[config.mk]
export PLATFORM = sky130hd
export DESIGN_NAME = imm_extend_pipe_flat
export DESIGN_NICKNAME = d
export VERILOG_FILES = /design/src/rtl/imm_extend_pipe_if.sv /design/src/rtl/imm_extend_pipe.sv /design/src/flat_wrapper.sv
export SDC_FILE = /design/constraint.sdc
export NUM_CORES = 1
export LEC_CHECK = 0
export ABC_AREA = 1
export ABC_CLOCK_PERIOD_IN_PS = 2600
export CAP_MARGIN = 0
export CORE_MARGIN = 2
export CORE_UTILIZATION = 53
export DETAILED_ROUTE_END_ITERATION = 8
export GPL_ROUTABILITY_DRIVEN = 0
export PLACE_DENSITY = 0.77
export REMOVE_ABC_BUFFERS = 1
export SLEW_MARGIN = 5
export SYNTH_ARGS = -nofsm -noshare
export SYNTH_HDL_FRONTEND = slang
export SYNTH_SLANG_ARGS = --single-unit
[constraint.sdc]
create_clock -name clk -period 2.6 [get_ports clk]
set_input_delay 0.52 -clock clk [delete_from_list [all_inputs] [get_ports clk]]
set_output_delay 0.52 -clock clk [all_outputs]
set_load 0.03 [all_outputs]
[src/rtl/imm_extend_pipe_if.sv]
// Handshake bundle for the pipelined immediate extender.
// Both sides use valid/ready: a beat moves on a clock edge where valid and
// ready are both high; the sender holds its payload steady until that edge,
// and ready never depends combinationally on the other side's valid or ready.
interface imm_extend_pipe_if #(
  parameter int IN_W  = 16,
  parameter int OUT_W = 32,
  parameter int TAG_W = 5
);
  logic             in_valid;
  logic             in_ready;
  logic [IN_W-1:0]  in_data;
  logic [2:0]       in_mode;
  logic [TAG_W-1:0] in_tag;
  logic             out_valid;
  logic             out_ready;
  logic [OUT_W-1:0] out_data;
  logic [TAG_W-1:0] out_tag;
  logic             out_err;
  logic [1:0]       occupancy;

  // Producer of immediates and consumer of results (decode side / bench).
  modport master (
    output in_valid, in_data, in_mode, in_tag, out_ready,
    input  in_ready, out_valid, out_data, out_tag, out_err, occupancy
  );

  // The extender itself.
  modport slave (
    input  in_valid, in_data, in_mode, in_tag, out_ready,
    output in_ready, out_valid, out_data, out_tag, out_err, occupancy
  );
endinterface

[src/rtl/imm_extend_pipe.sv]
// Pipelined immediate extender: widens an IN_W-bit immediate to OUT_W bits
// in one of five modes and queues the result, tag and error flag in a
// registered 2-entry skid buffer so decode can stall without losing beats.
// The fill level (occupancy) doubles as the observable buffer state.
module imm_extend_pipe #(
  parameter int IN_W  = 16,
  parameter int OUT_W = 32,
  parameter int TAG_W = 5
) (
  input logic               clk,
  input logic               rst_n,
  imm_extend_pipe_if.slave  bus
);

  localparam logic [2:0] MODE_ZERO   = 3'd0;
  localparam logic [2:0] MODE_SIGN   = 3'd1;
  localparam logic [2:0] MODE_UPPER  = 3'd2;
  localparam logic [2:0] MODE_BYTE_S = 3'd3;
  localparam logic [2:0] MODE_BYTE_Z = 3'd4;

  logic [OUT_W-1:0] ent_data [2];
  logic [TAG_W-1:0] ent_tag  [2];
  logic             ent_err  [2];
  logic             head;
  logic             tail;
  logic [1:0]       count;
  logic [1:0]       count_next;
  logic             ready_q;

  logic             push;
  logic             pop;
  logic [OUT_W-1:0] ext_data;
  logic             ext_err;
  logic [OUT_W-1:0] zext;
  logic [OUT_W-1:0] sext;
  logic [OUT_W-1:0] bzext;
  logic [OUT_W-1:0] bsext;

  // Extension of the incoming immediate; captured into the tail at push.
  always_comb begin
    zext = OUT_W'(bus.in_data);
    sext = zext;
    for (int i = IN_W; i < OUT_W; i++) sext[i] = bus.in_data[IN_W-1];
    bzext = OUT_W'(bus.in_data[7:0]);
    bsext = bzext;
    for (int i = 8; i < OUT_W; i++) bsext[i] = bus.in_data[7];
    ext_data = '0;
    ext_err  = 1'b0;
    case (bus.in_mode)
      MODE_ZERO:   ext_data = zext;
      MODE_SIGN:   ext_data = sext;
      MODE_UPPER:  ext_data = zext << (OUT_W - IN_W);
      MODE_BYTE_S: ext_data = bsext;
      MODE_BYTE_Z: ext_data = bzext;
      default:     ext_err  = 1'b1;
    endcase
  end

  // Handshake qualifiers and next fill level.
  always_comb begin
    push = bus.in_valid & ready_q;
    pop  = (count != 2'd0) & bus.out_ready;
    case ({push, pop})
      2'b10:   count_next = count + 2'd1;
      2'b01:   count_next = count - 2'd1;
      default: count_next = count;
    endcase
  end

  // Buffer storage, pointers and a registered ready that only looks at the
  // next fill level, so out_ready never reaches in_ready combinationally.
  always_ff @(posedge clk) begin
    if (!rst_n) begin
      for (int i = 0; i < 2; i++) begin
        ent_data[i] <= '0;
        ent_tag[i]  <= '0;
        ent_err[i]  <= 1'b0;
      end
      head    <= 1'b0;
      tail    <= 1'b0;
      count   <= 2'd0;
      ready_q <= 1'b0;
    end else begin
      if (push) begin
        ent_data[tail] <= ext_data;
        ent_tag[tail]  <= bus.in_tag;
        ent_err[tail]  <= ext_err;
        tail           <= ~tail;
      end
      if (pop) head <= ~head;
      count   <= count_next;
      ready_q <= (count_next != 2'd2);
    end
  end

  assign bus.in_ready  = ready_q;
  assign bus.out_valid = (count != 2'd0);
  assign bus.out_data  = ent_data[head];
  assign bus.out_tag   = ent_tag[head];
  assign bus.out_err   = ent_err[head];
  assign bus.occupancy = count;

endmodule

[src/flat_wrapper.sv]
// flat-port wrapper written by rule: the top's interface ports become plain ports
module imm_extend_pipe_flat 
#(
  parameter int IN_W  = 16,
  parameter int OUT_W = 32,
  parameter int TAG_W = 5
)
  (clk, rst_n, bus_in_valid, bus_in_data, bus_in_mode, bus_in_tag, bus_out_ready, bus_in_ready, bus_out_valid, bus_out_data, bus_out_tag, bus_out_err, bus_occupancy);
  imm_extend_pipe_if #(.IN_W(IN_W), .OUT_W(OUT_W), .TAG_W(TAG_W)) bus_i ();
  input logic clk;
  input logic rst_n;
  input wire logic [$bits(bus_i.in_valid)-1:0] bus_in_valid;
  input wire logic [$bits(bus_i.in_data)-1:0] bus_in_data;
  input wire logic [$bits(bus_i.in_mode)-1:0] bus_in_mode;
  input wire logic [$bits(bus_i.in_tag)-1:0] bus_in_tag;
  input wire logic [$bits(bus_i.out_ready)-1:0] bus_out_ready;
  output wire logic [$bits(bus_i.in_ready)-1:0] bus_in_ready;
  output wire logic [$bits(bus_i.out_valid)-1:0] bus_out_valid;
  output wire logic [$bits(bus_i.out_data)-1:0] bus_out_data;
  output wire logic [$bits(bus_i.out_tag)-1:0] bus_out_tag;
  output wire logic [$bits(bus_i.out_err)-1:0] bus_out_err;
  output wire logic [$bits(bus_i.occupancy)-1:0] bus_occupancy;
  assign bus_i.in_valid = bus_in_valid;
  assign bus_i.in_data = bus_in_data;
  assign bus_i.in_mode = bus_in_mode;
  assign bus_i.in_tag = bus_in_tag;
  assign bus_i.out_ready = bus_out_ready;
  assign bus_in_ready = bus_i.in_ready;
  assign bus_out_valid = bus_i.out_valid;
  assign bus_out_data = bus_i.out_data;
  assign bus_out_tag = bus_i.out_tag;
  assign bus_out_err = bus_i.out_err;
  assign bus_occupancy = bus_i.occupancy;
  imm_extend_pipe #(.IN_W(IN_W), .OUT_W(OUT_W), .TAG_W(TAG_W)) u_core (.clk(clk), .rst_n(rst_n), .bus(bus_i));
endmodule
==> flow_summary.ini <==
[die]
die_w_um = 91.8
start_util_pct = 53.7
die_y_um = 91.8
rows = 32
core_area_mm2 = 0.00761
ios = 70
dieArea_mm2 = 0.00843

[timing]
fin_crit_sh_pct = 95.9
tns_ns = 0
holdWs_ns = 0.493
tightest_slew_ns = 0.478
maxSlewHeadroom_pct = 68.1
finClkSkew_ns = 0.00840
hold_violations = 0
fmax_mhz = 401
setup_viol = 0
rsz0062_at_grt = false
min_period_ns = 2.49
slew_viol_final = 0

[global_route]
grt_overflow = 0
grt_max_degree = 38
grt_pass1_wl_um = 13800
first_global_vias = 2836
grt_use_total_pct = 21.0
grt_antenna_before_repair = 0

[outcome]
status = finished, final reports clean

[cells_and_area]
final_core_util_pct = 66.7
fin_cells = 557
mostFrequentLayoutCell = edfxtp_1
seqCellArea_mm2 = 0.00238
drive_above_1_share_pct = 19.6
num_antenna_cells = 0
final_nets = 479
layout_common_cells = edfxtp_1 (74), inv_1 (69), clkdlybuf4s50_1 (69)
fill_cells = 622
multi_input_area_mm2 = 0.00129
area_growth_pct = 24.1

[logic_synthesis]
yosys.area.top_type = edfxtp_1
async_flop_share_pct = 0
ys_dominant_reg_cell = edfxtp_1
synth-edff-count = 74
ys_types = 27
ys_top_cells_by_area = edfxtp_1 (54%), mux2_2 (10%), inv_1 (6.3%)
synthCells = 378
syn_area_mm2 = 0.00409
yosys_warnings = 0
syn_avg_cell_area_um2 = 10.8
seq_area_frac_synth_pct = 58.3
synth-seq-cells = 82
synth_top_cell_area_share_pct = 54.4

[clocking]
cts_hold_buf = 0
cts_root_buffer = clkbuf_8
cts_tree = done
cts_resized = 0
cts_made_buffers = 9
insertion_delay_ns = 0.35
htree_num_levels = 3
cts_setup_buffers = 0
clkSinkCount = 82
path_clk_slew_ns = 0.08
clockBufferDepth = 2

[setup_path]
cp_max_fo = 20
cp.required_ns = 2.08
critical-path-top-delay-family = buffers and inverters
crit_type = reg -> out
max_stage_delay_ns = 0.61
crit_chain = buf_4 -> mux2_2 -> clkdlybuf4s50_1
cp-end-kind = output pin
startpoint_type = flop
arrival_ns = 1.97
slowest_stage = clkdlybuf4s50_1
worst-path-buf-inv = 2

[routing]
post-route-drc-count = 0
avgRoutedWirePerCell_um = 14.7
postRouteAntennaNets = 0
vias = 2889
avgViaCountPerCell = 5.19
first_pass_iters = 5
wl_um = 8180
drt_iter0_drc = 273

[worst_hold_path]
hp-class = reg -> reg

[place]
portBuffers = 69
dpl.hpwl_um = 5540
dp_cells = 541

[job]
drv_cap = 0

[pwr]
total_power_w = 0.00392
max-vdd-ir-drop_mv = 0.582
power_density_mw_per_mm2 = 773
p_leak_nw = 2.39
-- per-stage QoR --
stage	worst slack [ns]	cell area [um^2]
finish	0.107	5070
detailed placement	0.297	4900
floorplan	0.111	3950
global route	0.0318	5070
global placement	0.396	4900
CTS	0.0775	5070
-- synth_stat cells (2+ instances only) --
cell	count
inv_1	69
nand2_1	60
edfxtp_1	74
buf_2	12
mux2_2	38
nor2_1	13
nor3_1	14
nand4_1	24
buf_6	2
nor3_2	2
inv_2	4
dfxtp_1	8
buf_1	2
nand3_2	10
o21ai_0	3
buf_4	6
nand3_1	27
-- worst paths after layout --
kind / end / from / depth (start not counted) / slack, ns
setup / recovery: bus_out_data[31] / flop / 3 / 0.11
hold / removal: u_core.ent_err[0] / u_core.ent_err[0] / 2 / 0.49
setup reg to reg: u_core.bus.in_ready / u_core.bus.occupancy[0] / 9 / 1.19
hold reg to reg: u_core.ent_err[0] / u_core.ent_err[0] / 2 / 0.49
-- state kept, by name, summed over array words and instances, names as in the netlist, named ones only --
| register | cells |
|---|---|
| u_core.ent_data | 64 |
| u_core.ent_tag | 10 |
| u_core.bus.occupancy | 2 |
| u_core.ent_err | 2 |
| u_core.bus.in_ready | 1 |
| u_core.head | 1 |
| u_core.tail | 1 |
-- layer usage --
metal | up-vias | global-route usage (%) | routed length (um)
met5 | - | 0 | 0
met4 | 0 | 6.34 | 122
met3 | 12 | 4.44 | 535
met2 | 97 | 35.1 | 4070
met1 | 1364 | 27.6 | 3450
li1 | 1416 | - | -
-- logic make-up (layout without fill, tap and decap cells) --
family / after synthesis / in the layout / share of synthesized area (%)
buffers and inverters: 95 / 172 / 10.0
XOR/XNOR: 2 / 2 / 0.429
AO/OA/AOI/OAI: 5 / 5 / 0.704
flip-flops: 82 / 82 / 58.3
adder cells (fa/ha/maj): 1 / 1 / 0.306
multiplexers: 38 / 38 / 10.5
AND/OR/NAND/NOR: 155 / 155 / 19.8
-- report_power, final --
| group | switching (W) | total [W] | leakage [nW] | internal, W |
|---|---|---|---|---|
| Clock | 0.000444 | 0.000817 | 0.0829 | 0.000373 |
| Combinational | 0.000835 | 0.00146 | 1.47 | 0.000623 |
| Sequential | 0.0000472 | 0.00164 | 0.837 | 0.00160 |
| Total | 0.00133 | 0.00392 | 2.39 | 0.00259 |
-- cell type report --
cell class              count  area share [%]
multi-input cells         201            25.5
inverters                  73            5.40
flip-flops and latches     82            47.0
well taps                 102            2.52
repair buffers             83            16.2
clock buffers              12            2.86
clock inverters             4           0.518
-- tightest hold or removal path, stage by stage (launching register included) --
cell     delay (ns)
dfxtp_1        0.33
nand3_1        0.07
o21ai_0        0.06
Note: power is estimated with default switching activity, not from simulation.
